**src/rtl/spi_eeprom_pkg.sv**
```systemverilog
// Shared constants and FSM encoding for the SPI EEPROM boot loader.
package spi_eeprom_pkg;

    localparam logic [7:0]  SPI_READ_OP = 8'h03;
    localparam int unsigned CMD_BITS    = 8;
    localparam int unsigned ADDR_BITS   = 16;
    localparam int unsigned HDR_BITS    = CMD_BITS + ADDR_BITS;

    typedef enum logic [2:0] {
        S_IDLE,
        S_SETUP,
        S_SHIFT,
        S_HOLD,
        S_GAP
    } state_t;

endpackage

```
**src/rtl/spi_eeprom_loader_bit_engine.sv**
```systemverilog
// SPI mode-0 clock divider with single-bit MOSI launch and MISO capture.
module spi_bit_engine #(
    parameter int unsigned CLK_DIV = 4
) (
    input  logic clk,
    input  logic reset,
    input  logic run,
    input  logic toggle_en,
    input  logic load,
    input  logic tx_bit,
    input  logic miso,
    output logic spi_clk_out,
    output logic mosi_out,
    output logic rx_bit,
    output logic wrap_c,
    output logic rise_tick_c,
    output logic fall_tick_c
);

    localparam int unsigned     DIV_W    = 8;
    localparam logic [DIV_W-1:0] DIV_LAST = DIV_W'(CLK_DIV - 1);

    logic [DIV_W-1:0] div_cnt;

    // Half-period boundary; the clock only toggles when the FSM is shifting.
    assign wrap_c      = run && (div_cnt == DIV_LAST);
    assign rise_tick_c = wrap_c && toggle_en && !spi_clk_out;
    assign fall_tick_c = wrap_c && toggle_en && spi_clk_out;

    always_ff @(posedge clk) begin
        if (reset) begin
            div_cnt     <= '0;
            spi_clk_out <= 1'b0;
            mosi_out    <= 1'b0;
            rx_bit      <= 1'b0;
        end else begin
            if (!run || wrap_c) begin
                div_cnt <= '0;
            end else begin
                div_cnt <= div_cnt + DIV_W'(1);
            end

            if (!run) begin
                spi_clk_out <= 1'b0;
            end else if (rise_tick_c) begin
                spi_clk_out <= 1'b1;
            end else if (fall_tick_c) begin
                spi_clk_out <= 1'b0;
            end

            // MOSI only moves together with the falling edge, never while high.
            if (load || fall_tick_c) begin
                mosi_out <= tx_bit;
            end else if (!run) begin
                mosi_out <= 1'b0;
            end

            if (rise_tick_c) begin
                rx_bit <= miso;
            end
        end
    end

endmodule

```
**src/rtl/spi_eeprom_loader.sv**
```systemverilog
// Issues one EEPROM READ per start request and streams the returned bytes
// into a register-file write port.
module spi_eeprom_loader
    import spi_eeprom_pkg::*;
#(
    parameter int unsigned CLK_DIV = 4,
    parameter int unsigned LEN_W   = 8,
    parameter int unsigned CS_GAP  = 4
) (
    input  logic             clk,
    input  logic             reset,
    input  logic             start,
    input  logic [15:0]      rom_addr,
    input  logic [LEN_W-1:0] byte_count,
    output logic             busy,
    output logic             done,
    output logic             spi_clk_out,
    output logic             mosi_out,
    output logic             spi_en_out,
    input  logic             miso,
    output logic             wr_en,
    output logic [LEN_W-1:0] wr_addr,
    output logic [7:0]       wr_data
);

    localparam int unsigned BIT_W = $clog2(HDR_BITS + 8 * ((1 << LEN_W) - 1) + 1);
    localparam int unsigned GAP_W = $clog2(CS_GAP + 1);
    localparam int unsigned SR_W  = HDR_BITS - 1;
    localparam logic [GAP_W-1:0] GAP_LAST = GAP_W'(CS_GAP - 1);

    state_t           state, state_d;
    logic [SR_W-1:0]  cmd_sr, cmd_sr_d;
    logic [LEN_W-1:0] count_q, count_d;
    logic [BIT_W-1:0] bit_cnt, bit_cnt_d, last_bit_c;
    logic [6:0]       rx_sr, rx_sr_d;
    logic [GAP_W-1:0] gap_cnt, gap_cnt_d;
    logic             rx_pend;
    logic             done_d, wr_en_d, active_d;
    logic [LEN_W-1:0] wr_addr_d;
    logic [7:0]       wr_data_d;
    logic             run_c, toggle_en_c, load_c, tx_bit_c;
    logic             wrap_c, rise_tick_c, fall_tick_c, rx_bit;

    spi_bit_engine #(
        .CLK_DIV (CLK_DIV)
    ) u_bit_engine (
        .clk         (clk),
        .reset       (reset),
        .run         (run_c),
        .toggle_en   (toggle_en_c),
        .load        (load_c),
        .tx_bit      (tx_bit_c),
        .miso        (miso),
        .spi_clk_out (spi_clk_out),
        .mosi_out    (mosi_out),
        .rx_bit      (rx_bit),
        .wrap_c      (wrap_c),
        .rise_tick_c (rise_tick_c),
        .fall_tick_c (fall_tick_c)
    );

    // Index of the final bit: 24 header bits plus 8 per data byte.
    assign last_bit_c = BIT_W'(HDR_BITS - 1) + (BIT_W'(count_q) << 3);
    assign tx_bit_c   = (state == S_IDLE) ? SPI_READ_OP[CMD_BITS-1] : cmd_sr[SR_W-1];

    always_comb begin
        state_d     = state;
        cmd_sr_d    = cmd_sr;
        count_d     = count_q;
        bit_cnt_d   = bit_cnt;
        rx_sr_d     = rx_sr;
        gap_cnt_d   = gap_cnt;
        done_d      = 1'b0;
        wr_en_d     = 1'b0;
        wr_data_d   = wr_data;
        wr_addr_d   = wr_en ? wr_addr + LEN_W'(1) : wr_addr;
        run_c       = 1'b0;
        toggle_en_c = 1'b0;
        load_c      = 1'b0;

        case (state)
            S_IDLE: begin
                if (start) begin
                    if (byte_count == '0) begin
                        done_d = 1'b1;
                    end else begin
                        state_d   = S_SETUP;
                        cmd_sr_d  = {SPI_READ_OP[CMD_BITS-2:0], rom_addr};
                        count_d   = byte_count;
                        bit_cnt_d = '0;
                        wr_addr_d = '0;
                        load_c    = 1'b1;
                    end
                end
            end
            S_SETUP: begin
                run_c = 1'b1;
                if (wrap_c) begin
                    state_d = S_SHIFT;
                end
            end
            S_SHIFT: begin
                run_c       = 1'b1;
                toggle_en_c = 1'b1;
                if (fall_tick_c) begin
                    if (bit_cnt == last_bit_c) begin
                        state_d = S_HOLD;
                    end else begin
                        bit_cnt_d = bit_cnt + BIT_W'(1);
                        cmd_sr_d  = {cmd_sr[SR_W-2:0], 1'b0};
                    end
                end
            end
            S_HOLD: begin
                run_c = 1'b1;
                if (wrap_c) begin
                    state_d   = S_GAP;
                    done_d    = 1'b1;
                    gap_cnt_d = '0;
                end
            end
            S_GAP: begin
                if (gap_cnt == GAP_LAST) begin
                    state_d = S_IDLE;
                end else begin
                    gap_cnt_d = gap_cnt + GAP_W'(1);
                end
            end
            default: state_d = S_IDLE;
        endcase

        // Byte assembly: data bits start after the header, 8 bits per byte.
        if (rx_pend && (bit_cnt >= BIT_W'(HDR_BITS))) begin
            rx_sr_d = {rx_sr[5:0], rx_bit};
            if (bit_cnt[2:0] == 3'd7) begin
                wr_en_d   = 1'b1;
                wr_data_d = {rx_sr, rx_bit};
            end
        end

        active_d = (state_d == S_SETUP) || (state_d == S_SHIFT) || (state_d == S_HOLD);
    end

    always_ff @(posedge clk) begin
        if (reset) begin
            state      <= S_IDLE;
            cmd_sr     <= '0;
            count_q    <= '0;
            bit_cnt    <= '0;
            rx_sr      <= '0;
            gap_cnt    <= '0;
            rx_pend    <= 1'b0;
            busy       <= 1'b0;
            done       <= 1'b0;
            spi_en_out <= 1'b1;
            wr_en      <= 1'b0;
            wr_addr    <= '0;
            wr_data    <= '0;
        end else begin
            state      <= state_d;
            cmd_sr     <= cmd_sr_d;
            count_q    <= count_d;
            bit_cnt    <= bit_cnt_d;
            rx_sr      <= rx_sr_d;
            gap_cnt    <= gap_cnt_d;
            rx_pend    <= rise_tick_c;
            busy       <= active_d;
            done       <= done_d;
            spi_en_out <= !active_d;
            wr_en      <= wr_en_d;
            wr_addr    <= wr_addr_d;
            wr_data    <= wr_data_d;
        end
    end

endmodule

```
**config.mk**
```make
export PLATFORM = sky130hd
export DESIGN_NAME = spi_eeprom_loader
export DESIGN_NICKNAME = d
export VERILOG_FILES = /design/src/rtl/spi_eeprom_pkg.sv /design/src/rtl/spi_eeprom_loader_bit_engine.sv /design/src/rtl/spi_eeprom_loader.sv
export SDC_FILE = /design/constraint.sdc
export NUM_CORES = 1
export LEC_CHECK = 0
export ABC_AREA = 1
export BUFFER_PORTS_ARGS = -buffer_cell sky130_fd_sc_hd__buf_4
export CORE_MARGIN = 4
export CORE_UTILIZATION = 45
export DETAILED_ROUTE_END_ITERATION = 8
export MAX_ROUTING_LAYER = met4
export PLACE_DENSITY = 0.74
export RECOVER_POWER = 25
export SYNTH_ARGS = -nofsm -noshare
export SYNTH_HDL_FRONTEND = slang
export SYNTH_SLANG_ARGS = --single-unit
```
**constraint.sdc**
```tcl
create_clock -name clk -period 1.85 [get_ports clk]
set_input_delay 0.185 -clock clk [delete_from_list [all_inputs] [get_ports clk]]
set_output_delay 0.185 -clock clk [all_outputs]
set_load 0.01 [all_outputs]
```
==> qor.csv, run 1 <==
metric;value;unit
outcome;complete, but fails checks;
violations_in_the_final_reports;setup timing;
layout.nets;724;
fmax;533;MHz
insertedDiodeCount;0;
number_of_global_route_vias_before_repair;3978;
max-cap-violations;0;
detail_route.drc_violations;0;
netlist_top_cells_area;dfxtp_1 41%, nand2_1 14%, nor2_1 6.7%;
worst_vdd_ir;551;uV
hp-class;in -> reg;
layout_min_cycle_time;1.88;ns
detail-route-antenna-nets;0;
largest_fanout_of_any_net_on_the_critical_path;6;
clk_pin_slew;0.09;ns
final_cells;822;
drt-initial-drc-count;337;
ys_async_sr_fraction;0;%
timing_worst_slew_pin_value;0.457;ns
vias;4363;
syn_area;4310;sq um
cts_max_level;3;
synth_top_area_share;40.8;%
tns;-0.0896;ns
buffer_ports.inserted;49;
start_util;46.5;%
report.final.slew_viol_count;0;
clock_buffers_created_by_tritoncts;9;
cts.sink_count;88;
r2r.worst_path.cells;13;
fin_ws;-0.0275;ns
yosysWarnings;0;
setup_viol;9;
worst-setup-path-type;reg -> reg;
syn_inst;609;
grt_setup_unrepaired;yes;
fin_worst_skew;0.00770;ns
synthesis_stage_register_bit_count;88;
track_usage;19.7;%
cts_hold_repair.buffers;0;
synth_common_cells;160 x nand2_1, 88 x dfxtp_1, 77 x nor2_1, 55 x nand3_1, 47 x inv_1;
die_area;11200;sq um
num_io_pins;50;
end_kind;flip-flop;
rrSetupSlack;-0.03;ns
worst_skew_pair.late_latency;0.36;ns
hold_violations_final;0;
synth-edff-count;0;
netlist-cell-type-count;36;
max_slew_margin;69.5;%
yosys.cell_count.top_type;nand2_1;
place.detailed.instances;786;
final_min_period_over_clock_period;101;%
routed_wire_length_per_instance;14.4;microns
post_synth.cell_area_avg;7.08;sq um
share_of_post_route_cells_with_drive_strength_above_1;24.4;%
drt-vias-per-instance;5.31;
die_height;106;microns
leakage;0.00231;uW
power_density;669;nW/um^2
overflow;0;
first_drt_pass_iteration_count;6;
core_area;9280;sq um
hold_depth;3;
yosys_most_used_dff;dfxtp_1;
maximum_buffer_depth_of_the_clock_tree;2;
final_core_utilization;60.2;%
floorplan.die.width;106;microns
gpl.final_weighted_congestion;0.831;
synthesis.nets;645;
root_buffer;clkbuf_8;
synth_top_cell_by_area;dfxtp_1;
place.detailed.hpwl;6770;microns
fp-row-count;35;
totalWireLength;11800;microns
cp.required;2.14;ns
ys_seq_area_share;40.8;%
largest_net_degree_at_the_start_of_global_routing;39;
first_pass_grt_wire_length;17800;microns
worst_setup_sp_type;flip-flop;
area_growth_syn_to_layout;29.6;%
grt_antenna_before_repair;0;
cts_tree;yes;
crit_arrival;2.17;ns
-- layout by cell type (no fill, tap or decap), types with 5 or more instances in the layout --
cell      synthesis  final
a21oi_1          38     31
inv_1            47     46
nand3_1          55     36
dfxtp_2           0      7
a21oi_2           6     12
nand3_2           7     23
o21ai_0          24     21
nor3_1           15     14
clkbuf_1         12     20
nand2_1         160    155
ha_1              8      6
inv_2             7      8
nand4_1           5      5
xor2_1           11     11
clkbuf_8          0      9
nand3b_1          6      6
nand2_2           1      6
nor2_1           77     76
dfxtp_1          88     81
buf_6             3      5
buf_4             2     55
buf_12            0      5
-- worst paths after layout --
path / from / endpoint
worst min register to register: cmd_sr[7] / cmd_sr[7]
worst max register to register: count_q[1] / bit_cnt[9]
worst min-delay path: byte_count[2] / count_q[2]
worst max-delay path: count_q[1] / bit_cnt[9]
-- flip-flops by register name, indices dropped and copies added (netlist names) --
name	count
count_q	8
busy	1
u_bit_engine.spi_clk_out	1
rx_pend	1
u_bit_engine.div_cnt	8
u_bit_engine.mosi_out	1
wr_en	1
wr_addr	8
done	1
gap_cnt	3
rx_sr	7
wr_data	8
bit_cnt	12
spi_en_out	1
cmd_sr	23
state	3
u_bit_engine.rx_bit	1
-- layout make-up --
type | instances | area [sq um]
Clock buffer | 10 | 128
Clock inverter | 6 | 43.8
Fill cell | 778 | 3690
Inverter | 54 | 203
Multi-Input combinational cell | 445 | 2480
Sequential cell | 88 | 1770
Tap cell | 129 | 161
Timing Repair Buffer | 90 | 803
-- stage by stage --
stage | setup WS, ns | area, sq um | total power, uW | hold slack, ns
CTS | -0.000113 | 5290 | 3630 | 0.0422
finish | -0.0275 | 5590 | 3740 | 0.0509
floorplan | 0.0913 | 4310 | 2300 | 0.320
global route | -0.109 | 5590 | 3870 | 0.0791
global placement | -0.00474 | 4910 | 2410 | 0.427
detailed placement | -0.0990 | 4910 | 2420 | 0.426
-- logic make-up after synthesis --
kind of cell             Yosys count  share of synthesized area, %
AO/OA/AOI/OAI                     75                          9.51
XOR/XNOR                          14                          2.84
adder cells (fa/ha/maj)            8                          2.32
buffers and inverters             80                          8.61
flip-flops                        88                          40.8
multiplexers                       1                         0.232
AND/OR/NAND/NOR                  343                          35.6
-- worst max-delay path, stage by stage, from the launching register on --
cell       delay (ns)
dfxtp_2          0.35
ha_4             0.17
or2_4            0.24
nand2_2          0.05
nand2_1          0.06
nand2_1          0.09
inv_1            0.06
nand3_2          0.09
nor2_4           0.05
nand2_4          0.12
buf_12           0.17
clkbuf_16        0.15
nand3_1          0.06
a21oi_1          0.15
-- layer usage --
layer	GRT usage, %	up-vias	wire [microns]
li1	-	2119	-
met1	22.9	2051	4830
met2	33.0	161	5860
met3	4.92	32	822
met4	7.40	0	297
met5	-	-	0
-- power breakdown --
group          internal [uW]  total [uW]  switching, uW
combinational            223         513            290
clock                    493        1230            735
sequential              1960        2000           44.9
-- timing repair --
action / in CTS / in global routing
pin swaps: 4 / 23
cloned: 5 / 5
resized for setup: 14 / 58
buffers inserted: 4 / 7
setup endpoints to repair: 34 / 39
Note: power is estimated with default switching activity, not from simulation.
==> inputs of run 2 (changes only) <==
--- a/config.mk
+++ b/config.mk
@@ -13,6 +13,7 @@
 export MAX_ROUTING_LAYER = met4
 export PLACE_DENSITY = 0.74
 export RECOVER_POWER = 25
+export SETUP_SLACK_MARGIN = 0.4
 export SYNTH_ARGS = -nofsm -noshare
 export SYNTH_HDL_FRONTEND = slang
 export SYNTH_SLANG_ARGS = --single-unit
==> run 2 against run 1 <==
Against the previous run: worst setup slack gained 0.055 ns; the flow now finishes without violations; routed wire length shrank 5.2%; largest cell class unchanged; worst hold slack improved by 0.0029 ns; clock power rose by 6%.
==> qor.csv, run 2 (synthesis gave the netlist of run 1 again) <==
metric;value;unit;change
hold_depth;3;;unchanged
floorplan.die.width;106;microns;unchanged
cts_tree;yes;;
hp-class;in -> reg;;
layout.cells.most_common_list;127 x nand2_1, 75 x dfxtp_1, 73 x nor2_1;;
insertedDiodeCount;0;;unchanged
registers.top_by_ff_count;cmd_sr;;
max-cap-violations;0;;unchanged
track_usage;19.7;%;-0.042 points
cp.required;2.12;ns;-0.02 ns
gpl.final_weighted_congestion;0.903;;+8.7%
crit_arrival;2.09;ns;-0.08 ns
tns;0;ns;+0.0896 ns
drt-vias-per-instance;5.12;;-3.5%
grt_setup_unrepaired;yes;;
fin_worst_skew;0.0104;ns;+0.00269 ns
leakage;0.00237;uW;+2.7%
start_util;46.5;%;unchanged
number_of_global_route_vias_before_repair;4020;;+1.1%
hold_path_end;count_q[2];;
fp-row-count;35;;unchanged
detail_route.drc_violations;0;;unchanged
die_height;106;microns;unchanged
core_area;9280;sq um;unchanged
path_cells;ha_4 -> or2_4 -> nand3_2 -> nand2_1 -> inv_1 -> nand3_2 -> nor2_4 -> nand2_4 -> nand2_4 -> buf_12 -> nand2_1 -> nand2_1 -> nor2_1;;
hp-start;byte_count[2];;
totalWireLength;11200;microns;-5.2%
first_drt_pass_iteration_count;5;;-1
rrSetupSlack;0.03;ns;+0.06 ns
cts_max_level;3;;unchanged
vias;4256;;-2.5%
largest_fanout_of_any_net_on_the_critical_path;6;;unchanged
fmax;549;MHz;+3.0%
worst-setup-path-type;reg -> reg;;
setup_viol;0;;-9
drt-initial-drc-count;228;;-32%
routed_wire_length_per_instance;13.5;microns;-6.2%
largest_net_degree_at_the_start_of_global_routing;37;;-5.1%
cpMostUsedCell;nand2_1;;
swShare;29.1;%;+0.52 points
num-fill-cells;825;;+6.0%
most_common_library_cell_in_the_layout_ignoring_fill_and_taps;nand2_1;;
largest_reg_flops;23;;unchanged
num_io_pins;50;;unchanged
final_min_period_over_clock_period;98.5;%;-3.0 points
layout_min_cycle_time;1.82;ns;-0.0553 ns
layout.nets;733;;+1.2%
maximum_buffer_depth_of_the_clock_tree;2;;unchanged
first_pass_grt_wire_length;17800;microns;+0.31%
buffer_ports.inserted;49;;unchanged
share_clk_of_total_power;34.2;%;+1.4 points
root_buffer;clkbuf_8;;
cpMaxStageDelayCell;dfxtp_4;;
multi_input_area;2530;sq um;+1.8%
report.final.slew_viol_count;0;;unchanged
p_seq_share;52.5;%;-1.0 points
timing_worst_slew_pin_value;0.509;ns;+0.0524 ns
r2r.worst_path.cells;13;;unchanged
max_slew_margin;66.0;%;-3.5 points
rr_endpoint;cmd_sr[18];;
overflow;0;;unchanged
area.sequential;1790;sq um;+0.85%
worst_path_largest_cell_delay;0.38;ns;+0.03 ns
worst_vdd_ir;317;uV;-43%
worst_setup_sp_type;flip-flop;;
worst_skew_pair.late_latency;0.38;ns;+0.02 ns
detail-route-antenna-nets;0;;unchanged
clk_pin_slew;0.09;ns;about the same
whs;0.0538;ns;+0.00285 ns
p_comb_share;13.3;%;-0.4 points
clock_buffers_created_by_tritoncts;9;;unchanged
die_area;11200;sq um;unchanged
share_of_post_route_cells_with_drive_strength_above_1;32.1;%;+7.7 points
place.detailed.hpwl;6980;microns;+3.0%
cts.sink_count;88;;unchanged
end_kind;flip-flop;;
crit-reg2reg-launch;count_q[1];;
area_growth_syn_to_layout;32.1;%;
fin_total_pwr;3810;uW;+1.9%
outcome;complete, no violations;;
hold_violations_final;0;;unchanged
biggestRegsByFlops;cmd_sr x23, bit_cnt x12;;
grt_antenna_before_repair;0;;unchanged
cts_hold_repair.buffers;0;;unchanged
power_density;669;nW/um^2;about the same
switchingPower;1110;uW;+3.7%
internal-power;2700;uW;+1.1%
run 2: critical path: cells and delay by family, from the launching register on:
family        cells  cell delay, ns
flops             1            0.38
buf+inv           2            0.19
fa+ha+maj         1            0.17
simple gates     10            0.97
run 2: cell type report:
cell class	instances	area share, %
clock inverter	7	1.10
clock buffer	9	2.17
inverter	54	3.60
multi-input combinational	442	44.3
sequential	88	31.3
tap	129	2.83
timing repair buffer	102	14.6
run 2: metrics by stage:
step / utilization (%) / area [sq um] / setup slack [ns] / instances
after detailed placement: 53.5 / 4960 / -0.0248 / 784
final: 61.4 / 5700 / 0.0278 / 831
after global routing: 61.4 / 5700 / -0.0680 / 831
after floorplan: - / 4390 / 0.179 / 609
after CTS: 58.1 / 5400 / 0.0781 / 817
after global placement: 53.5 / 4960 / 0.0749 / 784
run 2: worst max-delay path by stage:
| stage | endpoint | slack (ns) | start |
|---|---|---|---|
| final | cmd_sr[18] | 0.03 | count_q[1] |
| after detailed placement | cmd_sr[1] | -0.02 | count_q[1] |
| after CTS | cmd_sr[18] | 0.08 | bit_cnt[1] |
| after global routing | bit_cnt[1] | -0.07 | count_q[1] |
| after global placement | cmd_sr[7] | 0.07 | count_q[1] |
| after floorplan | cmd_sr[14] | 0.18 | count_q[1] |
run 2: power groups by stage:
stage / registers (uW) / clock network, uW / logic, uW
2_1_floorplan: 2030 / 0 / 284
3_3_place_gp: 2040 / 0 / 391
3_5_place_dp: 2040 / 0 / 403
4_1_cts: 2000 / 1320 / 436
5_1_grt: 2010 / 1400 / 555
6_report: 2000 / 1300 / 508
run 2: what timing repair did:
item / in CTS / in global routing
setup endpoints to repair: 69 / 88
pin swaps: 17 / 23
buffers inserted: 16 / 11
resized for setup: 43 / 70
gates cloned: 1 / 3
run 2: metal layers:
layer	vias up	global-route usage, %	wire length [microns]
li1	2130	-	-
met1	2014	22.9	4840
met2	92	33.5	5740
met3	20	3.04	410
met4	0	9.07	195
met5	-	-	0
